`src/rtl/vr_traffic_source.sv`:
```
// Multi-channel valid/ready traffic generator: one packet per channel per sweep,
// with programmable inter-beat gaps and incrementing or LFSR payloads.
module vr_traffic_source #(
  parameter int DATA_WIDTH = 8,
  parameter int DELAY_BITS = 3,
  parameter int NUM_CH     = 4,
  parameter int LEN_BITS   = 8,
  parameter logic [DATA_WIDTH-1:0] TAP_MASK = DATA_WIDTH'(8'hB8),
  localparam int CH_W = (NUM_CH > 1) ? $clog2(NUM_CH) : 1
) (
  input  logic                  clk,
  input  logic                  reset,
  input  logic                  start,
  input  logic                  mode,
  input  logic [DELAY_BITS-1:0] delay,
  input  logic [LEN_BITS-1:0]   pkt_len,
  output logic                  out_valid,
  input  logic                  out_ready,
  output logic [DATA_WIDTH-1:0] out_data,
  output logic [CH_W-1:0]       out_ch,
  output logic                  out_last,
  output logic                  busy,
  output logic                  done
);

  typedef enum logic [1:0] {S_IDLE, S_GAP, S_SEND} state_t;

  localparam logic [CH_W-1:0] LAST_CH = CH_W'(NUM_CH - 1);

  state_t                state_q, state_d;
  logic                  mode_q, mode_d;
  logic [DELAY_BITS-1:0] delay_q, delay_d;
  logic [DELAY_BITS-1:0] gap_q, gap_d;
  logic [LEN_BITS-1:0]   len_q, len_d;
  logic [LEN_BITS-1:0]   beat_q, beat_d;
  logic [CH_W-1:0]       ch_q, ch_d;
  logic                  done_q, done_d;
  logic                  advance;
  logic                  is_last;
  logic                  sending;

  logic [DATA_WIDTH-1:0] data_q [NUM_CH];
  logic [DATA_WIDTH-1:0] step_w [NUM_CH];
  logic [DATA_WIDTH-1:0] cur_data;

  assign sending = (state_q == S_SEND);
  assign is_last = (beat_q == len_q - LEN_BITS'(1));

  // Next payload per channel; an all-zero LFSR register is forced to 1 so it never sticks.
  for (genvar gi = 0; gi < NUM_CH; gi++) begin : g_step
    assign step_w[gi] = !mode_q              ? data_q[gi] + DATA_WIDTH'(1) :
                        (data_q[gi] == '0)   ? DATA_WIDTH'(1) :
                        {data_q[gi][DATA_WIDTH-2:0], ^(data_q[gi] & TAP_MASK)};
  end

  always_comb begin
    cur_data = '0;
    for (int c = 0; c < NUM_CH; c++) begin
      if (ch_q == CH_W'(c)) cur_data = data_q[c];
    end
  end

  always_ff @(posedge clk) begin
    for (int c = 0; c < NUM_CH; c++) begin
      if (reset) begin
        data_q[c] <= DATA_WIDTH'(c + 1);
      end else if (advance && (ch_q == CH_W'(c))) begin
        data_q[c] <= step_w[c];
      end
    end
  end

  always_comb begin
    state_d = state_q;
    mode_d  = mode_q;
    delay_d = delay_q;
    gap_d   = gap_q;
    len_d   = len_q;
    beat_d  = beat_q;
    ch_d    = ch_q;
    done_d  = 1'b0;
    advance = 1'b0;
    case (state_q)
      S_IDLE: begin
        if (start && (pkt_len != '0)) begin
          mode_d  = mode;
          delay_d = delay;
          len_d   = pkt_len;
          ch_d    = '0;
          beat_d  = '0;
          if (delay != '0) begin
            state_d = S_GAP;
            gap_d   = delay - DELAY_BITS'(1);
          end else begin
            state_d = S_SEND;
          end
        end
      end
      S_GAP: begin
        if (gap_q == '0) state_d = S_SEND;
        else             gap_d   = gap_q - DELAY_BITS'(1);
      end
      S_SEND: begin
        if (out_ready) begin
          advance = 1'b1;
          if (!is_last) begin
            beat_d = beat_q + LEN_BITS'(1);
          end else if (ch_q != LAST_CH) begin
            ch_d   = ch_q + CH_W'(1);
            beat_d = '0;
          end else begin
            state_d = S_IDLE;
            done_d  = 1'b1;
          end
          // Every beat that continues the sweep is preceded by a fresh gap.
          if (!(is_last && (ch_q == LAST_CH))) begin
            if (delay_q != '0) begin
              state_d = S_GAP;
              gap_d   = delay_q - DELAY_BITS'(1);
            end else begin
              state_d = S_SEND;
            end
          end
        end
      end
      default: state_d = S_IDLE;
    endcase
  end

  always_ff @(posedge clk) begin
    if (reset) begin
      state_q <= S_IDLE;
      mode_q  <= 1'b0;
      delay_q <= '0;
      gap_q   <= '0;
      len_q   <= '0;
      beat_q  <= '0;
      ch_q    <= '0;
      done_q  <= 1'b0;
    end else begin
      state_q <= state_d;
      mode_q  <= mode_d;
      delay_q <= delay_d;
      gap_q   <= gap_d;
      len_q   <= len_d;
      beat_q  <= beat_d;
      ch_q    <= ch_d;
      done_q  <= done_d;
    end
  end

  assign out_valid = sending;
  assign out_data  = sending ? cur_data : '0;
  assign out_ch    = sending ? ch_q : '0;
  assign out_last  = sending && is_last;
  assign busy      = (state_q != S_IDLE);
  assign done      = done_q;

endmodule

```
`config.mk`:
```
export PLATFORM = sky130hd
export DESIGN_NAME = vr_traffic_source
export DESIGN_NICKNAME = d
export VERILOG_FILES = /design/src/rtl/vr_traffic_source.sv
export SDC_FILE = /design/constraint.sdc
export NUM_CORES = 1
export LEC_CHECK = 0
export CORE_ASPECT_RATIO = 1.1
export CORE_MARGIN = 1.5
export CORE_UTILIZATION = 35
export DETAILED_ROUTE_END_ITERATION = 10
export HOLD_SLACK_MARGIN = 0.02
export PLACE_DENSITY_LB_ADDON = 0.3
export SLEW_MARGIN = 0
export SYNTH_ARGS = -nofsm -noshare
export SYNTH_HDL_FRONTEND = slang
export SYNTH_SLANG_ARGS = --single-unit
```
`constraint.sdc`:
```
create_clock -name clk -period 3.3 [get_ports clk]
set_input_delay 0.66 -clock clk [delete_from_list [all_inputs] [get_ports clk]]
set_output_delay 0.66 -clock clk [all_outputs]
set_load 0.05 [all_outputs]
```
Word level (Yosys, flattened, before mapping)
Memory sizes are Yosys's and may differ from the RTL's.
Index checks and enable logic that the tools add are counted.
{"block": "word_totals", "out_inout_bits": 14, "inputBits": 16, "ff_bits": 28, "ramBits": 32, "mem_count": 1}
{"memory": "data_q", "depth": 4, "word_bits": 8, "read_ports": 4, "rd_clocked_by_memory_dff": 0, "wr": 4, "line_no": "42", "rtl": "logic [DATA_WIDTH-1:0] data_q [NUM_CH];"}
{"block": "classes", "muxes": 61, "add_sub_neg": 10, "n_bitwise": 7, "n_eq_ne": 19, "n_reduce_logical": 30}
{"op": "$mux W8", "count": 21}
{"op": "$add A8 B1 Y8 const B", "count": 5}
{"op": "$logic_not A8 Y1", "count": 4}
{"op": "$reduce_xor A8 Y1", "count": 4}
{"op": "$mux W2", "count": 13}
{"op": "$mux W3", "count": 6}
{"op": "$mux W1", "count": 17}
{"op": "$ne A2 B2 Y1 const B", "count": 8}
{"op": "$pmux W8 S2", "count": 1}
{"op": "$reduce_and A5 Y1", "count": 2}
{"op": "$pmux W3 S3", "count": 1}
{"op": "$reduce_bool A3 Y1", "count": 3}
{"op": "$sub A3 B1 Y3 const B", "count": 3}
{"op": "$eq A8 B8 Y1", "count": 1}
{"op": "$reduce_bool A8 Y1", "count": 1}
{"op": "$sub A8 B1 Y8 const B", "count": 1}
{"op": "$logic_and A1 B1 Y1", "count": 7}
{"op": "$reduce_and A7 Y1", "count": 1}
{"op": "$eq A2 B2 Y1 const B", "count": 3}
{"op": "$ne A3 B3 Y1 const B", "count": 2}
{"op": "$pmux W2 S3", "count": 1}
{"op": "$eq A2 B1 Y1 const B", "count": 2}
{"op": "$logic_not A2 Y1", "count": 2}
{"op": "$ne A2 B1 Y1 const B", "count": 2}
{"op": "other kinds (10)", "count": 16}

Depth between registers and ports, before layout
Gate-level depths: netlist of run 1.
{"block": "depth", "ltp_word": 7, "mapped_depth": 12, "depth_no_buf": 9}

Worst setup path after synthesis of run 1
Ideal clock, no wire load.
{"block": "synth_timing", "path_kind": "register to output", "from": "reg len_q[0]", "to": "out out_last", "path_slack_ns": 0.203, "required_time_ns": 2.640, "stages_incl_launch_ff": 11, "arrival_time_ns": 2.437, "cell_sequence": "dfxtp_1 -> inv_1 -> ha_1 -> buf_4 -> or3b_1 -> a211oi_2 -> o221ai_1 -> nor3_2 -> and2_1 -> inv_1 -> nor2_1"}
{"block": "synth_via", "elab_chain_len": 3}
{"item": "from (decl)", "line_no": "34", "rtl": "logic [LEN_BITS-1:0] len_q, len_d;"}
{"item": "from (signal assigned)", "line_no": "145", "rtl": "len_q <= len_d;"}
{"item": "$sub A8 B1 Y8", "line_no": "47", "rtl": "assign is_last = (beat_q == len_q - LEN_BITS'(1));"}
{"item": "$eq A8 B8 Y1", "line_no": "47"}
{"item": "$logic_and A1 B1 Y1", "line_no": "155", "rtl": "assign out_last = sending && is_last;"}
{"item": "to (decl)", "line_no": "21", "rtl": "output logic out_last,"}
No other way between the ends.

Final worst setup path of run 1
{"block": "layout_timing", "from": "reg ch_q[1]", "to": "out out_data[1]"}
{"block": "layout_via", "elab_chain_len": 6}
{"item": "from (decl)", "line_no": "36", "rtl": "logic [CH_W-1:0] ch_q, ch_d;"}
{"item": "from (signal assigned)", "line_no": "147", "rtl": "ch_q <= ch_d;"}
{"item": "$logic_not A2 Y1", "line_no": "59", "rtl": "if (ch_q == CH_W'(c)) cur_data = data_q[c];"}
{"item": "$mux W8 (3 in a row)", "line_no": "59"}
{"item": "$mux W8 (*)", "line_no": "59"}
{"item": "$mux W8 (*)", "line_no": "153", "rtl": "assign out_data = sending ? cur_data : '0;"}
{"item": "to (decl)", "line_no": "19", "rtl": "output logic [DATA_WIDTH-1:0] out_data,"}
Every way passes the cells marked *; elsewhere a longest branch is shown, timed or not.

==> results of run 1 <==
[area by class of cell]
cell class / instances / area, µm² / share of cell area, %
clock buffers: 12 / 300 / 5.86
repair buffers: 37 / 408 / 7.96
well taps: 154 / 193 / 3.76
inverters: 26 / 97.6 / 1.90
clock inverters: 4 / 22.5 / 0.439
multi-input cells: 389 / 2580 / 50.4
flip-flops and latches: 60 / 1520 / 29.7
[Yosys cell counts, types with 6 or more instances]
cell type / count / area [µm²]
nor3_1: 9 / 45.0
a22oi_1: 6 / 45.0
xnor2_1: 19 / 166
ha_1: 27 / 338
nand2b_1: 8 / 50.1
nand3_1: 21 / 105
nor2b_1: 7 / 43.8
nor2_1: 64 / 240
a31oi_1: 11 / 68.8
a311o_1: 7 / 70.1
edfxtp_1: 32 / 961
inv_1: 26 / 97.6
dfxtp_1: 28 / 561
nand2_1: 26 / 97.6
nor4_1: 7 / 43.8
clkbuf_1: 25 / 93.8
nand3b_1: 13 / 97.6
nand4_1: 6 / 37.5
a21oi_1: 42 / 210
mux2i_1: 15 / 150
o21ai_0: 23 / 115
xor2_1: 12 / 105
[where the power goes]
group          total (W)  leakage, nW  internal (W)  switching, W
clock network   0.000987        0.165      0.000643      0.000344
registers       0.000980        0.542      0.000873      0.000107
logic            0.00125         1.17      0.000525      0.000722
[final timing paths]
kind / start / to / slack, ns / cells after the start
max reg2reg: state_q[0] / ch_q[1] / 0.81 / 10
min reg2reg: mode_q / mode_q / 0.49 / 2
max: ch_q[1] / out_data[1] / 0.16 / 7
min: mode_q / mode_q / 0.49 / 2
[metrics by stage]
step	worst slack (ns)	std cells
global placement	0.360	666
CTS	0.0440	682
global route	0.0270	682
finish	0.158	682
detailed placement	0.296	666
floorplan	0.203	507
[sequential cells by signal, indices dropped and copies added (netlist names)]
register,flops
state_q,2
done,1
mode_q,1
beat_q,8
gap_q,3
delay_q,3
data_q,32
ch_q,2
len_q,8
[cell families after synthesis]
| family | count (synthesis) | share of synthesized area (%) |
|---|---|---|
| AND/OR/NAND/NOR | 191 | 22.9 |
| AO/OA/AOI/OAI | 124 | 18.5 |
| flip-flops | 60 | 35.2 |
| buffers and inverters | 58 | 5.50 |
| XOR/XNOR | 31 | 6.28 |
| adder cells (fa/ha/maj) | 27 | 7.81 |
| multiplexers | 16 | 3.82 |
[placed cells by master (no fill, tap or decap), types with 15 or more instances in the layout]
cell / synthesis / final
a21oi_1: 42 / 41
xnor2_1: 19 / 19
nand3_1: 21 / 21
edfxtp_1: 32 / 32
o21ai_0: 23 / 23
inv_1: 26 / 26
dfxtp_1: 28 / 28
ha_1: 27 / 26
nand2_1: 26 / 26
clkdlybuf4s50_1: 0 / 20
mux2i_1: 15 / 15
nor2_1: 64 / 63
[critical path: cells and delay by family, from the launching register on]
kind	cells	cell delay, ns
AO/OA/AOI/OAI	3	0.77
AND/OR/NAND/NOR	1	0.41
flip-flops	1	0.35
adder cells (fa/ha/maj)	1	0.34
buffers and inverters	2	0.28
[repair_timing]
| item | 4_1_cts | 5_1_grt |
|---|---|---|
| pin swaps | 0 | 1 |
| setup buffers | 0 | 0 |
| hold buffers | 0 | 0 |
| setup endpoints to repair | 1 | 2 |
| gates resized for setup | 2 | 3 |
| endpoints found under the hold margin | 0 | 0 |
[metal layers]
metal,share of wire [%],up-vias
met5,0,-
met4,1.4,0
met3,3.7,12
met2,47,76
met1,48,1765
li1,-,1879
==> results.md, run 1 <==
* HP Class: reg2reg
* Status: finished clean
* Die Y at 120 µm
* H-tree levels at 3
* Register area share after synthesis at 35.2%
* I/O pin cnt at 30
* Core area at 12000 µm²
* Cells after synthesis at 507
* WP data required at 2.64 ns
* TritonCTS Sinks at 60
* Synth warn at 0
* Diode count at 0
* Setup_tns at 0 ns
* Total CTS buffers at 9
* Met1 global-route usage at 22.1%
* Met3 GRT Util at 4.13%
* Maximum clock path buffer count at 2
* Crit-path cells: inv_1 -> ha_1 -> nor2b_1 -> a221oi_1 -> a211o_1 -> a21oi_1 -> buf_12
* Via count at 3732
* Vias per cell at 5.47
* Main synth FF type: edfxtp_1
* Syn Area/Cell at 8.53 µm²
* GR met2 Demand/Resource at 26.4%
* Synth cell types at 58
* Post-route ant nets at 0
* Vias in the first global route at 3611
* Fmax at 318 MHz
* Peak VDD IR at 0.518 mV
* Max-slew violations at 0
* Post-Route WL at 10400 µm
* Die area at 13000 µm²
* Power Dens Cells at 627 nW/µm²
* Worst rel slew slack at 54.8%
* Gr busiest metal: met2
* First-pass GRT wire length at 17300 µm
* Largest net degree at the start of global routing at 65
* I/O Buffers at 29
* GRT Total Usage at 16.7%
* Crit end category: output port
* DRC viols at 0
* Final min period at 3.14 ns
* 1st-pass router iterations at 5
* Slew @ Worst Pin at 0.671 ns
* Area growth, synth to finish at 18.6%
* Die X-Extent at 109 µm
* Fin area at 5130 µm²
* Crit-path max cell delay at 0.41 ns
* CP max stage cell: nor2b_1
* Yosys reg bits at 60
* Ys async rst share at 0%
* Initial antenna violation count at 0
* Syn nets at 550
* Post-DP HPWL at 7580 µm
* Critical-path maximum fanout at 12
* Tcrit/Tclk final at 95.2%
* DRT iter0 DRCs at 251
* Fill cells at 1156
* Clock root buffer: clkbuf_16
* Setup CP Type: reg2out
* Fin Clk Skew at 0.00817 ns
* # rows at 42
* Worst endpoint data arrival time at 2.48 ns
* Layout cell share with drive strength beyond 1 at 8.90%
* MaxCap Viol Count at 0
* Worst-skew pair later-pin latency at 0.33 ns
* Final Util at 42.6%
* GR Overflow Total at 0
* Pwr Total at 0.00321 W
* RSZ-0062 raised after global routing: false
* Setup crit start kind: flop
* Placed cell area at 4780 µm²
* Final setup fails at 0
* Nets at 566
* DR WL/cell at 15.2 µm
* Post-synthesis cell area at 4320 µm²
* Final Hold Fails at 0
* Clock transition at the registers of the reported paths at 0.05 ns
* CTS tree: done
* Leak at 1.88 nW
* EDFF count, synth at 32
* Placer's final routability congestion estimate at 0.829
* Worst hold slack at 0.492 ns
* Initial Util at 35.9%
(Power assumes the default switching activity.)
==> run 2, diff against run 1 <==
- PLACE_DENSITY_LB_ADDON: 0.3 -> default
- SLEW_MARGIN: 0 -> default
- clock period: 3.3 -> 3.31 ns (I/O delays scaled with it)
==> results.md, run 2 (synthesis gave the netlist of run 1 again) <==
* Fmax at 314 MHz
* Largest net degree at the start of global routing at 65
* Placer's final routability congestion estimate at 0.824
* Via count at 3745
* Max-slew violations at 0
* Post-DP HPWL at 7610 µm
* Setup CP Type: reg2out
* Fin area at 5090 µm²
* Status: finished clean
* Vias per cell at 5.49
* Flop pwr share at 31.1%
* Register with the most flip-flops: data_q
* Leak at 1.84 nW
* Post-route ant nets at 0
* Final min period at 3.18 ns
* Initial Util at 35.9%
* Final setup fails at 0
* Die area at 13000 µm²
* Die X-Extent at 109 µm
* GR Overflow Total at 0
* First-pass GRT wire length at 17600 µm
* Post-Route WL at 10600 µm
* # rows at 42
* H-tree levels at 3
* Clock root buffer: clkbuf_16
* Placement Setup Slack at 0.296 ns
* HP Class: reg2reg
* GRT Total Usage at 17.0%
* Psw at 0.00117 W
* 1st-pass router iterations at 4
* MaxCap Viol Count at 0
* Hold buffers post-CTS at 0
* Area growth, synth to finish at 17.8%
* Worst rel slew slack at 56.1%
* Setup Fix Bufs, Post-CTS at 0
* Maximum clock path buffer count at 2
* Worst-skew pair later-pin latency at 0.33 ns
* Sw Share at 37.2%
* Final Hold Fails at 0
* I/O Buffers at 29
* Fin Clk Skew at 0.00984 ns
* Placed cell area at 4770 µm²
* DR WL/cell at 15.6 µm
* Nets at 566
* Final Util at 42.3%
* Power Internal at 0.00198 W
* Largest register FFs at 32
* Power Dens Cells at 619 nW/µm²
* Critical-path maximum fanout at 12
* Tcrit/Tclk final at 96.2%
* Total CTS buffers at 9
* Layout cell share with drive strength beyond 1 at 8.71%
* Clock transition at the registers of the reported paths at 0.05 ns
* TritonCTS Sinks at 60
* CTS tree: done
* Core area at 12000 µm²
* Setup crit start kind: flop
* I/O pin cnt at 30
* WP data required at 2.65 ns
* Slew @ Worst Pin at 0.652 ns
* Worst hold slack at 0.497 ns
* Crit end category: output port
* Vias in the first global route at 3546
* RSZ-0062 raised after global routing: false
* DRT iter0 DRCs at 240
* Combinational Power Share at 39.4%
* Diode count at 0
* Die Y at 120 µm
* Biggest regs: data_q: 32 flops, beat_q: 8 flops, len_q: 8 flops
* DRC viols at 0
* Clock power share at 29.5%
* Initial antenna violation count at 0
* Setup_tns at 0 ns
* Most frequent cells in the layout: nor2_1 (63), a21oi_1 (41), edfxtp_1 (32)
* Worst setup margin at 0.125 ns
* Most common cell after layout, fill and taps aside: nor2_1
* Peak VDD IR at 0.340 mV
* Worst endpoint data arrival time at 2.52 ns
run 2: timing repair:
| item | in CTS | in global routing |
|---|---|---|
| gates cloned | 0 | 0 |
| endpoints found under the setup margin | 1 | 3 |
| resized for setup | 2 | 3 |
run 2: layout make-up:
class                   instances  area [µm²]
fillers                      1178        6940
multi-input cells             389        2590
flip-flops and latches         60        1520
repair buffers                 37         393
clock buffers                  13         282
well taps                     154         193
inverters                      26        97.6
clock inverters                 3        16.3
run 2: final timing paths:
kind	from	endpoint	slack, ns	cells past startpoint
worst max register to register	state_q[0]	ch_q[1]	0.79	10
worst max-delay path	ch_q[1]	out_data[6]	0.13	7
worst min-delay path	mode_q	mode_q	0.50	2
worst min register to register	mode_q	mode_q	0.50	2
run 2: through the flow:
stage	total power, W	std cells
2_1_floorplan	0.00188	507
3_3_place_gp	0.00220	666
3_5_place_dp	0.00222	666
4_1_cts	0.00316	682
5_1_grt	0.00336	682
6_report	0.00315	682
run 2: power by group through the flow:
stage	Clock (W)	Sequential (W)	Combinational, W
after floorplan	0	0.000950	0.000934
after global placement	0	0.000991	0.00121
after CTS	0.000945	0.000979	0.00123
after detailed placement	0	0.000994	0.00123
final	0.000931	0.000980	0.00124
after global routing	0.000983	0.000996	0.00138
run 2: worst max-delay path, cell delays in order (launching register included):
cell	delay (ns)
dfxtp_1	0.33
inv_1	0.13
ha_1	0.42
a21oi_1	0.15
o21ai_0	0.16
mux2i_1	0.10
nor2_1	0.11
clkdlybuf4s50_1	0.81
run 2: layer usage:
layer,up-vias,track usage (%),routed length [µm]
met5,-,0,0
met4,0,5.02,132
met3,14,3.48,387
met2,73,26.5,4930
met1,1778,23.4,5180
li1,1880,-,-
